[config.mk]
export PLATFORM = sky130hd
export DESIGN_NAME = irq_pending_ctrl
export DESIGN_NICKNAME = d
export VERILOG_FILES = /design/src/rtl/irq_pending_ctrl.sv
export SDC_FILE = /design/constraint.sdc
export NUM_CORES = 1
export LEC_CHECK = 0
export BUFFER_PORTS_ARGS = -buffer_cell sky130_fd_sc_hd__buf_2
export CORE_MARGIN = 2
export CORE_UTILIZATION = 51
export CTS_BUF_LIST = sky130_fd_sc_hd__clkbuf_4 sky130_fd_sc_hd__clkbuf_8
export DETAILED_ROUTE_END_ITERATION = 6
export HOLD_SLACK_MARGIN = 0.08
export PLACE_DENSITY = 0.86
export SETUP_SLACK_MARGIN = 0.15
export SLEW_MARGIN = 40
export SYNTH_ARGS = -nofsm -noshare
export SYNTH_HDL_FRONTEND = slang
export SYNTH_SLANG_ARGS = --single-unit
export TNS_END_PERCENT = 50
[constraint.sdc]
create_clock -name clk -period 1.3 [get_ports clk]
set_input_delay 0 -clock clk [delete_from_list [all_inputs] [get_ports clk]]
set_output_delay 0 -clock clk [all_outputs]
set_load 0.02 [all_outputs]
[src/rtl/irq_pending_ctrl.sv]
// Sticky 4-line interrupt pending register with enable mask, fixed priority
// (bit 3 highest) and a valid/ack presentation handshake with one-cycle holdoff.
module irq_pending_ctrl #(
  parameter bit LEVEL_MODE = 1'b0
) (
  input  logic       clk,
  input  logic       rst,
  input  logic [3:0] req,
  input  logic       mask_wr,
  input  logic [3:0] mask_in,
  input  logic       ack,
  input  logic       ovf_clr,
  output logic [3:0] pend,
  output logic       irq_valid,
  output logic [1:0] irq_id,
  output logic [3:0] overflow
);

  localparam int unsigned N_LINES = 4;
  localparam int unsigned ID_W    = 2;

  typedef enum logic [1:0] {
    IDLE    = 2'd0,
    PRESENT = 2'd1,
    HOLDOFF = 2'd2
  } state_t;

  state_t              state, state_d;
  logic [N_LINES-1:0]  req_q;
  logic [N_LINES-1:0]  mask;
  logic [N_LINES-1:0]  rise;
  logic [N_LINES-1:0]  clr;
  logic [N_LINES-1:0]  eligible;
  logic [ID_W-1:0]     id_d;
  logic                valid_d;

  function automatic logic [ID_W-1:0] top_index(input logic [N_LINES-1:0] v);
    logic [ID_W-1:0] idx;
    idx = '0;
    for (int i = 0; i < N_LINES; i++) begin
      if (v[i]) idx = ID_W'(i);
    end
    return idx;
  endfunction

  assign rise     = LEVEL_MODE ? req : (req & ~req_q);
  assign clr      = (state == PRESENT && ack) ? (N_LINES'(1) << irq_id) : '0;
  assign eligible = pend & mask;

  // Capture, mask and overflow registers
  always_ff @(posedge clk or posedge rst) begin
    if (rst) begin
      req_q    <= '0;
      pend     <= '0;
      overflow <= '0;
      mask     <= '1;
    end else begin
      req_q <= req;
      pend  <= rise | (pend & ~clr);
      for (int i = 0; i < N_LINES; i++) begin
        if (rise[i] && pend[i] && !clr[i]) overflow[i] <= 1'b1;
        else if (ovf_clr)                  overflow[i] <= 1'b0;
      end
      if (mask_wr) mask <= mask_in;
    end
  end

  // Handshake state register and registered outputs
  always_ff @(posedge clk or posedge rst) begin
    if (rst) begin
      state     <= IDLE;
      irq_valid <= 1'b0;
      irq_id    <= '0;
    end else begin
      state     <= state_d;
      irq_valid <= valid_d;
      irq_id    <= id_d;
    end
  end

  // Next-state: present highest eligible line, hold it until ack, then one low cycle
  always_comb begin
    state_d = state;
    valid_d = 1'b0;
    id_d    = '0;
    unique case (state)
      IDLE, HOLDOFF: begin
        state_d = IDLE;
        if (eligible != '0) begin
          state_d = PRESENT;
          valid_d = 1'b1;
          id_d    = top_index(eligible);
        end
      end
      PRESENT: begin
        if (ack) begin
          state_d = HOLDOFF;
        end else begin
          valid_d = 1'b1;
          id_d    = irq_id;
        end
      end
      default: state_d = IDLE;
    endcase
  end

endmodule

Word-level counts from Yosys, hierarchy flattened
Cells that the tools add are included.

Input port bits: 13. Output and inout bits: 11. Register bits after elaboration: 21. Word-level logic and storage cells: 58.

Reduce and logical (&&, ||, !) cells: 20. Mux-type cells: 18. Equal/unequal tests: 3. Shift-type cells: 1. Bitwise operators: 6.

Operator list (number): AND 4 bit (3); 2-to-1 mux 2 bit (5); logical AND 1 bit (9); 2-to-1 mux 1 bit (9); inverter 4 bit (2); case mux 2 bit (2 select lines) (2); nonzero test 2 bit (4); logical NOT 1 bit (4); 2-to-1 mux 4 bit (1); OR 4 bit (1); nonzero test 4 bit (1); left shift 1 x 2 -> 4 bit (first input constant) (1); == test 2 x 1 -> 1 bit (second input constant) (1); == test 2 bit (second input constant) (1); logical NOT 2 bit (1); inequality test 2 bit (second input constant) (1); case mux 1 bit (2 select lines) (1); OR reduction 2 bit (1).

Longest topological paths before layout
Gate-level depths: netlist of run 1.

Depth after elaboration: 6. Mapped depth: 3. Gate-level depth less buffers: 3.

Least setup slack after synthesis of run 1
No wires, ideal clock.

Kind: reg-to-reg. Start point: register pend[0]. End point: register irq_valid. Arrival: 0.988 ns. Stages on the path, launching flop included: 3. Clock period less this slack: 1.106 ns. Required time: 1.182 ns. Library setup time: 0.118 ns. Path slack: 0.194 ns. Path buffers: 0. Cell sequence: dfrtp_1 -> a221o_1 -> a21o_1.

Word-level cells in the longest chain between the ends: 4.

RTL lines: from (decl) (RTL line 13) `output logic [3:0] pend,`; from (signal assigned) (RTL line 59) `pend <= rise | (pend & ~clr);`; AND 4 bit (RTL line 48) `assign eligible = pend & mask;`; nonzero test 4 bit (RTL line 89) `if (eligible != '0) begin`; 2-to-1 mux 1 bit (RTL line 89); case mux 1 bit (2 select lines) (RTL line 86) `unique case (state)`; net valid_d (RTL line 35) `logic valid_d;`; to (signal assigned) (RTL line 76) `irq_valid <= valid_d;`; to (decl) (RTL line 14) `output logic irq_valid,`.

The timed path passes the listed nets, and every way through them passes these cells. A chain may end at the register's enable or synchronous reset.

Worst setup path after layout of run 1
Start point: register state[1]. End point: register overflow[2].

Word-level cells in the longest chain between the ends: 6. Elaborated cells on any way between the ends: 7. Those cells by class: 1 x eq/ne; 2 x mux; 4 x reduce/logical.

RTL lines: from (decl) (RTL line 28) `state_t state, state_d;`; from (signal assigned) (RTL line 75) `state <= state_d;`; == test 2 x 1 -> 1 bit * (RTL line 47) `assign clr = (state == PRESENT && ack) ? (N_LINES'(1) << irq_id) : '0;`; logical AND 1 bit * (RTL line 47); 2-to-1 mux 4 bit * (RTL line 47); logical NOT 1 bit * (RTL line 61) `if (rise[i] && pend[i] && !clr[i]) overflow[i] <= 1'b1;`; logical AND 1 bit * (RTL line 61); 2-to-1 mux 1 bit / nonzero test 2 bit (equally long branches); to (signal assigned) (RTL line 55) `overflow <= '0;`; to (signal, indexed assignment) (RTL line 61); to (signal, indexed assignment) (RTL line 62) `else if (ovf_clr) overflow[i] <= 1'b0;`; to (decl) (RTL line 16) `output logic [3:0] overflow`.

Every way passes the cells marked *; elsewhere a longest branch is shown, timed or not.

==> results.md, run 1 <==
- Clock sink count: 21
- DR vias/cell: 5.25
- Yosys cell types: 19
- Total setup buffers inserted after CTS: 0
- Place WS: 0.231 ns
- Fin worst setup slack: 0.189 ns
- Sequential power share: 0.500
- Mapped Avg Cell Area: 12.8 um^2
- Global-route wire length before repair: 2.63 mm
- Syn_nets: 75
- Fin crit share: 0.854
- Post-synth EDFFs: 0
- TritonCTS Buffers: 3
- Leak pwr: 0.508 nW
- Initial antenna violation count: 0
- Post-route ant nets: 0
- CTS root buf: clkbuf_4
- Share of layout cells above drive strength 1: 0.353
- Post-Layout Cell Count: 118
- Pwr Total: 0.00193 W
- Area leader, netlist: dfrtp_1
- Skew final: 0.00205 ns
- Worst-path fanout max: 6
- Commonest cells post-synth: dfrtp_1 (17), nand2_1 (7), inv_1 (6)
- Status: complete, no violations
- Area Overhead vs Synth: 37.0%
- Overall die area: 0.00188 mm^2
- Number of global-route vias before repair: 639
- Final worst path period need: 1.11 ns
- Pwr Density: 1780 mW/mm^2
- Pint: 0.00123 W
- Crit path capture type: flip-flop
- Wire per inst: 13.4 um
- CP arrival: 1.29 ns
- GRT overflow: 0
- Post-synthesis sequential area ratio: 0.671
- Synth Cell Area: 791 um^2
- GPL Wtd Cong: 0.798
- Setup TNS: 0 ns
- Switching pwr: 0.000696 W
- Count leader, synth: dfrtp_1
- Detailed Route WL: 1.59 mm
- Synth top area share: 0.538
- # setup viols final: 0
- Final core occ: 0.736
- RSZ-0062 raised after global routing: yes
- Initial core utilization: 0.537
- Asr flop ratio synth: 1.00
- Buffers on Ports: 23
- Max_cap viols: 0
- Switching Fraction: 0.360
- GRT Util Overall: 0.189
- Placeable Area: 0.00147 mm^2
- Io pins: 24
- Post-DP HPWL: 1.09 mm
- DRT iter0 DRCs: 12
- Top post-synthesis cells by area: dfrtp_1 (54%), dfstp_2 (13%), mux2_2 (5.7%)
- Vias: 619
- Clock power frac: 0.166
- Row cnt: 14
- Post-synthesis instance total: 62
- Worst slew margin: 0.825
- Max Fclk: 0.900 GHz
- Critical Path Source Type: flip-flop
- Max rail drop VDD: 0.00110 V
- Clock buffer depth: 2
- Synth warnings: 0
- Worst-Margin Slew: 0.262 ns
- Combinational power share: 0.334
- Crit path kind: flip-flop to flip-flop
- Largest net degree at the start of global routing: 22
- Drc violations: 0
- Post-CTS sizing: 0
- Worst Hold Class: input port to asynchronous set/reset pin
- DR pass1 iterations: 6
- TritonCTS clock tree: done
- Nets: 116
- Crit path required time: 1.48 ns
- Max H-tree Level: 1
- Final Hold Fails: 0
- Synthesized flop and latch total: 21
- Chip Height: 43.4 um
- Chip Width: 43.4 um
- Dpl cells: 102
- Diodes inserted: 0
- Top_reg_cell synth: dfrtp_1
- Max-slew violations: 0
- Clock latency on the worst-skew pair: 0.29 ns
- Reg clk slew, reported paths: 0.11 ns
==> registers in the layout (all words and copies together), names as in the netlist <==
signal,count
irq_id,2
irq_valid,1
mask,4
overflow,4
pend,4
req_q,4
state,2
==> metrics by stage <==
step           area (um^2)  hold WS, ns
3_5_place_dp           933       0.0382
2_1_floorplan          791      -0.0264
6_report              1080        0.273
4_1_cts               1080        0.262
3_3_place_gp           933       0.0319
5_1_grt               1080        0.309
==> final cells by class <==
type | instances | area (um^2)
repair buffers | 36 | 243
fillers | 104 | 388
clock buffers | 4 | 30.0
well taps | 16 | 20.0
flip-flops and latches | 21 | 531
multi-input cells | 35 | 238
inverters | 6 | 22.5
==> per-layer routing <==
metal	track usage	part of all wire
met5	0	0
met3	0.0250	0.061
met4	0.0545	0.0050
met2	0.328	0.47
met1	0.250	0.46
==> cell families (layout without fill, tap and decap cells) <==
| family | after synthesis | count (layout) | synth area share |
|---|---|---|---|
| simple gates | 16 | 16 | 0.120 |
| mux | 4 | 4 | 0.0570 |
| buf+inv | 6 | 46 | 0.0285 |
| compound gates | 15 | 15 | 0.123 |
| flops | 21 | 21 | 0.671 |
==> cell usage in the layout, fill, tap and decap left out, types with 2 or more instances in the layout <==
cell and count:
a21o_1 2, buf_2 23, clkbuf_4 4, dfrtp_1 17, dfstp_2 4, dlygate4sd3_1 12
inv_1 6, mux2_2 4, nand2_1 7, nand2b_1 4, o21ai_1 4, o22ai_1 4
==> repair_timing <==
action / in CTS / in global routing
hold buffers: 12 / 0
endpoints found under the setup margin: 0 / 3
endpoints found under the hold margin: 39 / 0
==> power by group through the flow <==
| stage | registers, W | clock network (W) | logic, W |
|---|---|---|---|
| 6_report | 0.000966 | 0.000321 | 0.000644 |
| 5_1_grt | 0.000988 | 0.000347 | 0.000697 |
| 4_1_cts | 0.000963 | 0.000324 | 0.000646 |
| 3_5_place_dp | 0.000977 | 0 | 0.000615 |
| 3_3_place_gp | 0.000973 | 0 | 0.000597 |
| 2_1_floorplan | 0.00110 | 0 | 0.000258 |
==> final timing paths <==
path,slack (ns),to,from,depth (start not counted)
max,0.19,overflow[2],state[1],3
min,0.27,req_q[0],rst,4
max reg2reg,0.19,overflow[2],state[1],3
min reg2reg,0.52,pend[0],req_q[0],2
max in group asynchronous,0.76,mask[3],rst,4
min in group clk,0.35,req_q[0],req[0],2
==> worst max-delay path, cell delays in order, from the launching register on <==
cell	delay [ns]
dfrtp_1	0.44
nand4bb_1	0.25
o21ai_1	0.21
o22ai_1	0.10
(Power assumes the default switching activity.)
==> run 2: changes to the inputs <==
--- a/config.mk
+++ b/config.mk
@@ -5,9 +5,10 @@
 export SDC_FILE = /design/constraint.sdc
 export NUM_CORES = 1
 export LEC_CHECK = 0
+export ABC_AREA = 1
 export BUFFER_PORTS_ARGS = -buffer_cell sky130_fd_sc_hd__buf_2
 export CORE_MARGIN = 2
-export CORE_UTILIZATION = 51
+export CORE_UTILIZATION = 52
 export CTS_BUF_LIST = sky130_fd_sc_hd__clkbuf_4 sky130_fd_sc_hd__clkbuf_8
 export DETAILED_ROUTE_END_ITERATION = 6
 export HOLD_SLACK_MARGIN = 0.08
==> results.md, run 2 <==
- Area Overhead vs Synth: 33.5%
- Skew final: 0.00129 ns (-0.000758 ns)
- RR Startpoint: state[1]
- DR vias/cell: 4.79 (-8.7%)
- CP arrival: 1.18 ns (-0.11 ns)
- Pint: 0.00123 W (-0.43%)
- Switching pwr: 0.000776 W (+12%)
- Post-Layout Cell Count: 151 (+28%)
- Clock power frac: 0.160 (-0.006)
- TritonCTS Buffers: 3 (unchanged)
- Mapped Avg Cell Area: 9.19 um^2 (-28%)
- FF/Latch Area: 531 um^2 (unchanged)
- GPL Wtd Cong: 0.738 (-7.4%)
- Worst slew margin: 0.696 (-0.129)
- Worst Hold Class: input port to asynchronous set/reset pin
- Synth top area share: 0.487 (-0.0509)
- R2r endpoint: overflow[1]
- DR pass1 iterations: 4 (-2)
- Max Fclk: 1.01 GHz (+12%)
- Number of global-route vias before repair: 704 (+10%)
- Crit. Startpoint: state[1]
- Io pins: 24 (unchanged)
- Yosys cell types: 13 (-6)
- Global-route wire length before repair: 2.88 mm (+9.5%)
- Top_reg_cell synth: dfrtp_1
- DRT iter0 DRCs: 14 (+2)
- Leak pwr: 0.653 nW (+29%)
- Post-synthesis instance total: 95 (+53%)
- Buffers on Ports: 23 (unchanged)
- Reg2reg path depth: 4 (+1)
- Reg clk slew, reported paths: 0.11 ns (about the same)
- Critical Path Source Type: flip-flop
- Nets: 149 (+28%)
- Post-route ant nets: 0 (unchanged)
- Final hold slack: 0.243 ns (-0.0303 ns)
- Fill cells: 111 (+6.7%)
- Synth warnings: 0 (unchanged)
- Max-slew violations: 0 (unchanged)
- Count leader, synth: nand2_1
- Clock latency on the worst-skew pair: 0.29 ns (about the same)
- Crit path capture type: flip-flop
- Post-synth EDFFs: 0 (unchanged)
- Commonest cells post-synth: nand2_1 (34), dfrtp_1 (17), inv_1 (17)
- Most frequent cells in the layout: nand2_1 (34), buf_2 (23), inv_1 (17), dfrtp_1 (17), dlygate4sd3_1 (12)
- Chip Width: 45.0 um (+3.7%)
- Placed Area: 0.00102 mm^2 (+8.8%)
- Drc violations: 0 (unchanged)
- TritonCTS clock tree: done
- Worst-path fanout max: 5 (-1)
- Asr flop ratio synth: 1.00 (unchanged)
- Initial core utilization: 0.567 (+0.0291)
- Crit path kind: flip-flop to flip-flop
- GRT overflow: 0 (unchanged)
- Detailed Route WL: 1.76 mm (+11%)
- Commonest non-fill, non-tap cell in the layout: nand2_1
- Worst-Margin Slew: 0.455 ns (+0.193 ns)
- # setup viols final: 0 (unchanged)
- R2R setup slack: 0.31 ns (+0.12 ns)
- Total setup buffers inserted after CTS: 0 (unchanged)
- Diodes inserted: 0 (unchanged)
- Pwr Density: 1720 mW/mm^2 (-3.5%)
- GRT Util Overall: 0.195 (+0.00575)
- Sequential power share: 0.476 (-0.024)
- Share of layout cells above drive strength 1: 0.296 (-0.0566)
- Max rail drop VDD: 0.00110 V (about the same)
- Post-DP HPWL: 1.34 mm (+24%)
- Post-synthesis sequential area ratio: 0.607 (-0.0634)
- Crit path required time: 1.48 ns (about the same)
- Largest net degree at the start of global routing: 13 (-41%)
- Dpl cells: 135 (+32%)
- Final Hold Fails: 0 (unchanged)
- Row cnt: 14 (unchanged)
- Chip Height: 45.0 um (+3.7%)
- Switching Fraction: 0.387 (+0.0266)
- Max H-tree Level: 1 (unchanged)
- Clock buffer depth: 2 (unchanged)
- Multi-input combinational cell area: 279 um^2 (+17%)
- Setup TNS: 0 ns (unchanged)
- Placeable Area: 0.00154 mm^2 (+4.8%)
- CTS root buf: clkbuf_4
- Syn_nets: 108 (+44%)
- RSZ-0062 raised after global routing: no
- Top post-synthesis cells by area: dfrtp_1 (49%), nand2_1 (15%), dfstp_2 (12%)
- Clock sink count: 21 (unchanged)
- Synth Cell Area: 873 um^2 (+10%)
- Pwr Total: 0.00201 W (+3.9%)
- Setup crit end: overflow[1]
- Vias: 723 (+17%)
- Wire per inst: 11.6 um (-14%)
- Final worst path period need: 0.994 ns (-0.117 ns)
- Combinational power share: 0.364 (+0.030)
- Max_cap viols: 0 (unchanged)
- Status: complete, no violations
- Synthesized flop and latch total: 21 (unchanged)
- Initial antenna violation count: 0 (unchanged)
- Fin crit share: 0.764 (-0.0899)
- Post-route cell area: 0.00117 mm^2 (+7.6%)
- Overall die area: 0.00202 mm^2 (+7.5%)
- Area leader, netlist: dfrtp_1
## run 2: cell count changes in the layout (fill, tap and decap cells not counted), sizes merged, moves of 2 or more
cell    before  now
a21o         2    0
inv          6   17
nand2        7   34
nand2b       4    0
nand3        0    6
nor2         0    4
o22ai        4    0
## run 2: logic make-up (layout without fill, tap and decap cells)
logic type / Yosys count / in the layout / share of synthesized area
and+or+nand+nor: 48 / 48 / 0.235
DFF: 21 / 21 / 0.607
buffers and inverters: 17 / 57 / 0.0731
AOI/OAI and AO/OA: 5 / 5 / 0.0330
muxes: 4 / 4 / 0.0516
## run 2: stage by stage
| stage | util | setup WS (ns) |
|---|---|---|
| 3_3_place_gp | 0.659 | 0.340 |
| 3_5_place_dp | 0.659 | 0.309 |
| 2_1_floorplan | - | 0.341 |
| 4_1_cts | 0.756 | 0.294 |
| 5_1_grt | 0.756 | 0.211 |
| 6_report | 0.756 | 0.306 |
## run 2: layer usage
layer	routed length (um)	part of all wire	global-route usage	vias to the layer above
met5	0	0	0	-
met4	6	0.0034	0.0529	0
met3	72	0.041	0.0320	2
met2	844	0.48	0.317	17
met1	832	0.47	0.271	337
li1	-	-	-	367
## run 2: final cells by class
class / instances / share of cell area
tap: 16 / 0.0172
multi-input combinational: 57 / 0.239
clock buffer: 4 / 0.0258
timing repair buffer: 36 / 0.208
inverter: 17 / 0.0547
sequential: 21 / 0.455
## run 2: worst min path at each step
stage	slack, ns	start	cells past startpoint	end
global route	0.31	rst	3	overflow[1]
global placement	0.005	rst	2	pend[1]
finish	0.24	rst	3	pend[1]
floorplan	-0.03	rst	1	irq_id[0]
CTS	0.26	rst	3	req_q[2]
detailed placement	0.02	rst	2	pend[1]
## run 2: power groups by stage
stage / clock [W] / sequential [W] / combinational [W]
global placement: 0 / 0.000960 / 0.000678
detailed placement: 0 / 0.000968 / 0.000708
global route: 0.000348 / 0.000976 / 0.000827
finish: 0.000321 / 0.000954 / 0.000731
floorplan: 0 / 0.00109 / 0.000333
CTS: 0.000326 / 0.000957 / 0.000734
## run 2: timing repair
item | CTS | global route
resized for setup | 0 | 0
hold buffers | 12 | 0
hold endpoints to repair | 29 | 0
## run 2: critical path: stages, from the launching register on
cell and delay [ns]:
dfrtp_1 0.43, inv_1 0.06, nand3_1 0.12, o21ai_0 0.20, nand2_1 0.08
==> run 3: changes to the inputs <==
==> constraint.sdc (replaced) <==
create_clock -name clk -period 1 [get_ports clk]
set_input_delay 0 -clock clk [delete_from_list [all_inputs] [get_ports clk]]
set_output_delay 0 -clock clk [all_outputs]
set_load 0.02 [all_outputs]
==> results.md, run 3 (same netlist as run 2, synthesis figures left out) <==
- DRT iter0 DRCs: 9 (-5)
- GPL Wtd Cong: 0.724 (-1.9%)
- Placeable Area: 0.00154 mm^2 (unchanged)
- Pwr Density: 2390 mW/mm^2 (+39%)
- Max rail drop VDD: 0.00175 V (+60%)
- Wire per inst: 13.6 um (+17%)
- Place WS: 0.0430 ns (-0.266 ns)
- Initial antenna violation count: 0 (unchanged)
- Max-slew violations: 0 (unchanged)
- Post-route ant nets: 0 (unchanged)
- Row cnt: 14 (unchanged)
- Share of layout cells above drive strength 1: 0.518 (+0.221)
- Worst Hold Class: input port to asynchronous set/reset pin
- Commonest non-fill, non-tap cell in the layout: nand2_1
- Vias: 822 (+14%)
- Chip Height: 45.0 um (unchanged)
- Most frequent cells in the layout: nand2_1 (26), buf_2 (21), inv_1 (12), dlygate4sd3_1 (12), dfrtp_1 (12)
- RR Startpoint: state[0]
- Drc violations: 0 (unchanged)
- Global-route wire length before repair: 3.26 mm (+13%)
- Reg clk slew, reported paths: 0.11 ns (about the same)
- RSZ-0062 raised after global routing: yes
- DR vias/cell: 5.24 (+9.3%)
- Area Overhead vs Synth: 48.4%
- Crit path required time: 1.21 ns (-0.27 ns)
- Leak pwr: 0.690 nW (+5.6%)
- Number of global-route vias before repair: 790 (+12%)
- # setup viols final: 0 (unchanged)
- DR pass1 iterations: 5 (+1)
- Io pins: 24 (unchanged)
- Max_cap viols: 0 (unchanged)
- GRT Util Overall: 0.224 (+0.0291)
- Final Hold Fails: 0 (unchanged)
- Worst-Margin Slew: 0.340 ns (-0.114 ns)
- Final hold slack: 0.223 ns (-0.0206 ns)
- Status: complete, no violations
- Max H-tree Level: 1 (unchanged)
- Skew final: 0.00391 ns (+0.00262 ns)
- Detailed Route WL: 2.13 mm (+21%)
- TritonCTS clock tree: done
- Placed Area: 0.00103 mm^2 (+1.4%)
- Post-route cell area: 0.00130 mm^2 (+11%)
- Crit path capture type: flip-flop
- GRT overflow: 0 (unchanged)
- Chip Width: 45.0 um (unchanged)
- Largest net degree at the start of global routing: 14 (+1)
- Clock latency on the worst-skew pair: 0.30 ns (about the same)
- Multi-input combinational cell area: 345 um^2 (+24%)
- Clock buffer depth: 2 (unchanged)
- Fin worst setup slack: 0.0320 ns (-0.274 ns)
- Nets: 155 (+4.0%)
- Overall die area: 0.00202 mm^2 (unchanged)
- Crit. Startpoint: state[0]
- Buffers on Ports: 23 (unchanged)
- Crit path kind: flip-flop to flip-flop
- Worst-path fanout max: 4 (-1)
- Fill cells: 83 (-25%)
- Max Fclk: 1.03 GHz (+2.7%)
- Clock sink count: 21 (unchanged)
- FF/Latch Area: 537 um^2 (+1.2%)
- Final worst path period need: 0.968 ns (-0.0257 ns)
- Fin crit share: 0.968 (+0.204)
- TritonCTS Buffers: 3 (unchanged)
- CTS root buf: clkbuf_4
- Post-DP HPWL: 1.25 mm (-6.6%)
- Critical Path Source Type: flip-flop
- Diodes inserted: 0 (unchanged)
- Initial core utilization: 0.567 (unchanged)
- CP arrival: 1.18 ns (about the same)
- Worst slew margin: 0.773 (+0.0763)
==> run 3: layout make-up <==
| class | count | share of cell area |
|---|---|---|
| timing repair buffer | 42 | 0.232 |
| tap | 16 | 0.0154 |
| sequential | 21 | 0.414 |
| multi-input combinational | 57 | 0.266 |
| inverter | 17 | 0.0492 |
| clock buffer | 4 | 0.0232 |
==> run 3: timing repair <==
item	CTS	global route
resized for setup	10	14
pin swaps	2	7
hold endpoints to repair	38	0
setup endpoints to repair	22	24
buffers inserted	4	2
hold buffers	12	0
==> run 3: worst paths after layout <==
kind	endpoint	slack, ns	cells after the start
max	overflow[3]	0.03	5
max reg2reg	overflow[3]	0.03	5
min in group clk	req_q[3]	0.35	2
max in group asynchronous	pend[1]	0.27	4
min	pend[3]	0.22	3
min reg2reg	overflow[3]	0.49	2
==> run 3: report_power, final <==
group          switching (W)  total [W]  internal (W)
clock network       0.000249   0.000432      0.000183
logic               0.000777    0.00136      0.000580
registers           0.000222    0.00131       0.00109
==> run 3: layer usage <==
metal  share of wire  global-route usage
met5               0                   0
met4           0.013              0.0882
met3           0.061              0.0400
met2            0.51               0.383
met1            0.41               0.280
==> run 3: worst max-delay path: stages, from the launching register on <==
cell	delay (ns)
dfrtp_1	0.40
inv_2	0.08
nor2_4	0.15
nand3_2	0.12
nand2_2	0.09
nand2_1	0.05
==> run 3: through the flow <==
stage / TNS [ns] / std cells / total power (W) / utilization
after global placement: 0 / 135 / 0.00219 / 0.668
final: 0 / 157 / 0.00310 / 0.841
after global routing: -0.0192 / 157 / 0.00328 / 0.841
after CTS: 0 / 155 / 0.00288 / 0.803
after detailed placement: 0 / 135 / 0.00223 / 0.668
after floorplan: 0 / 95 / 0.00191 / -
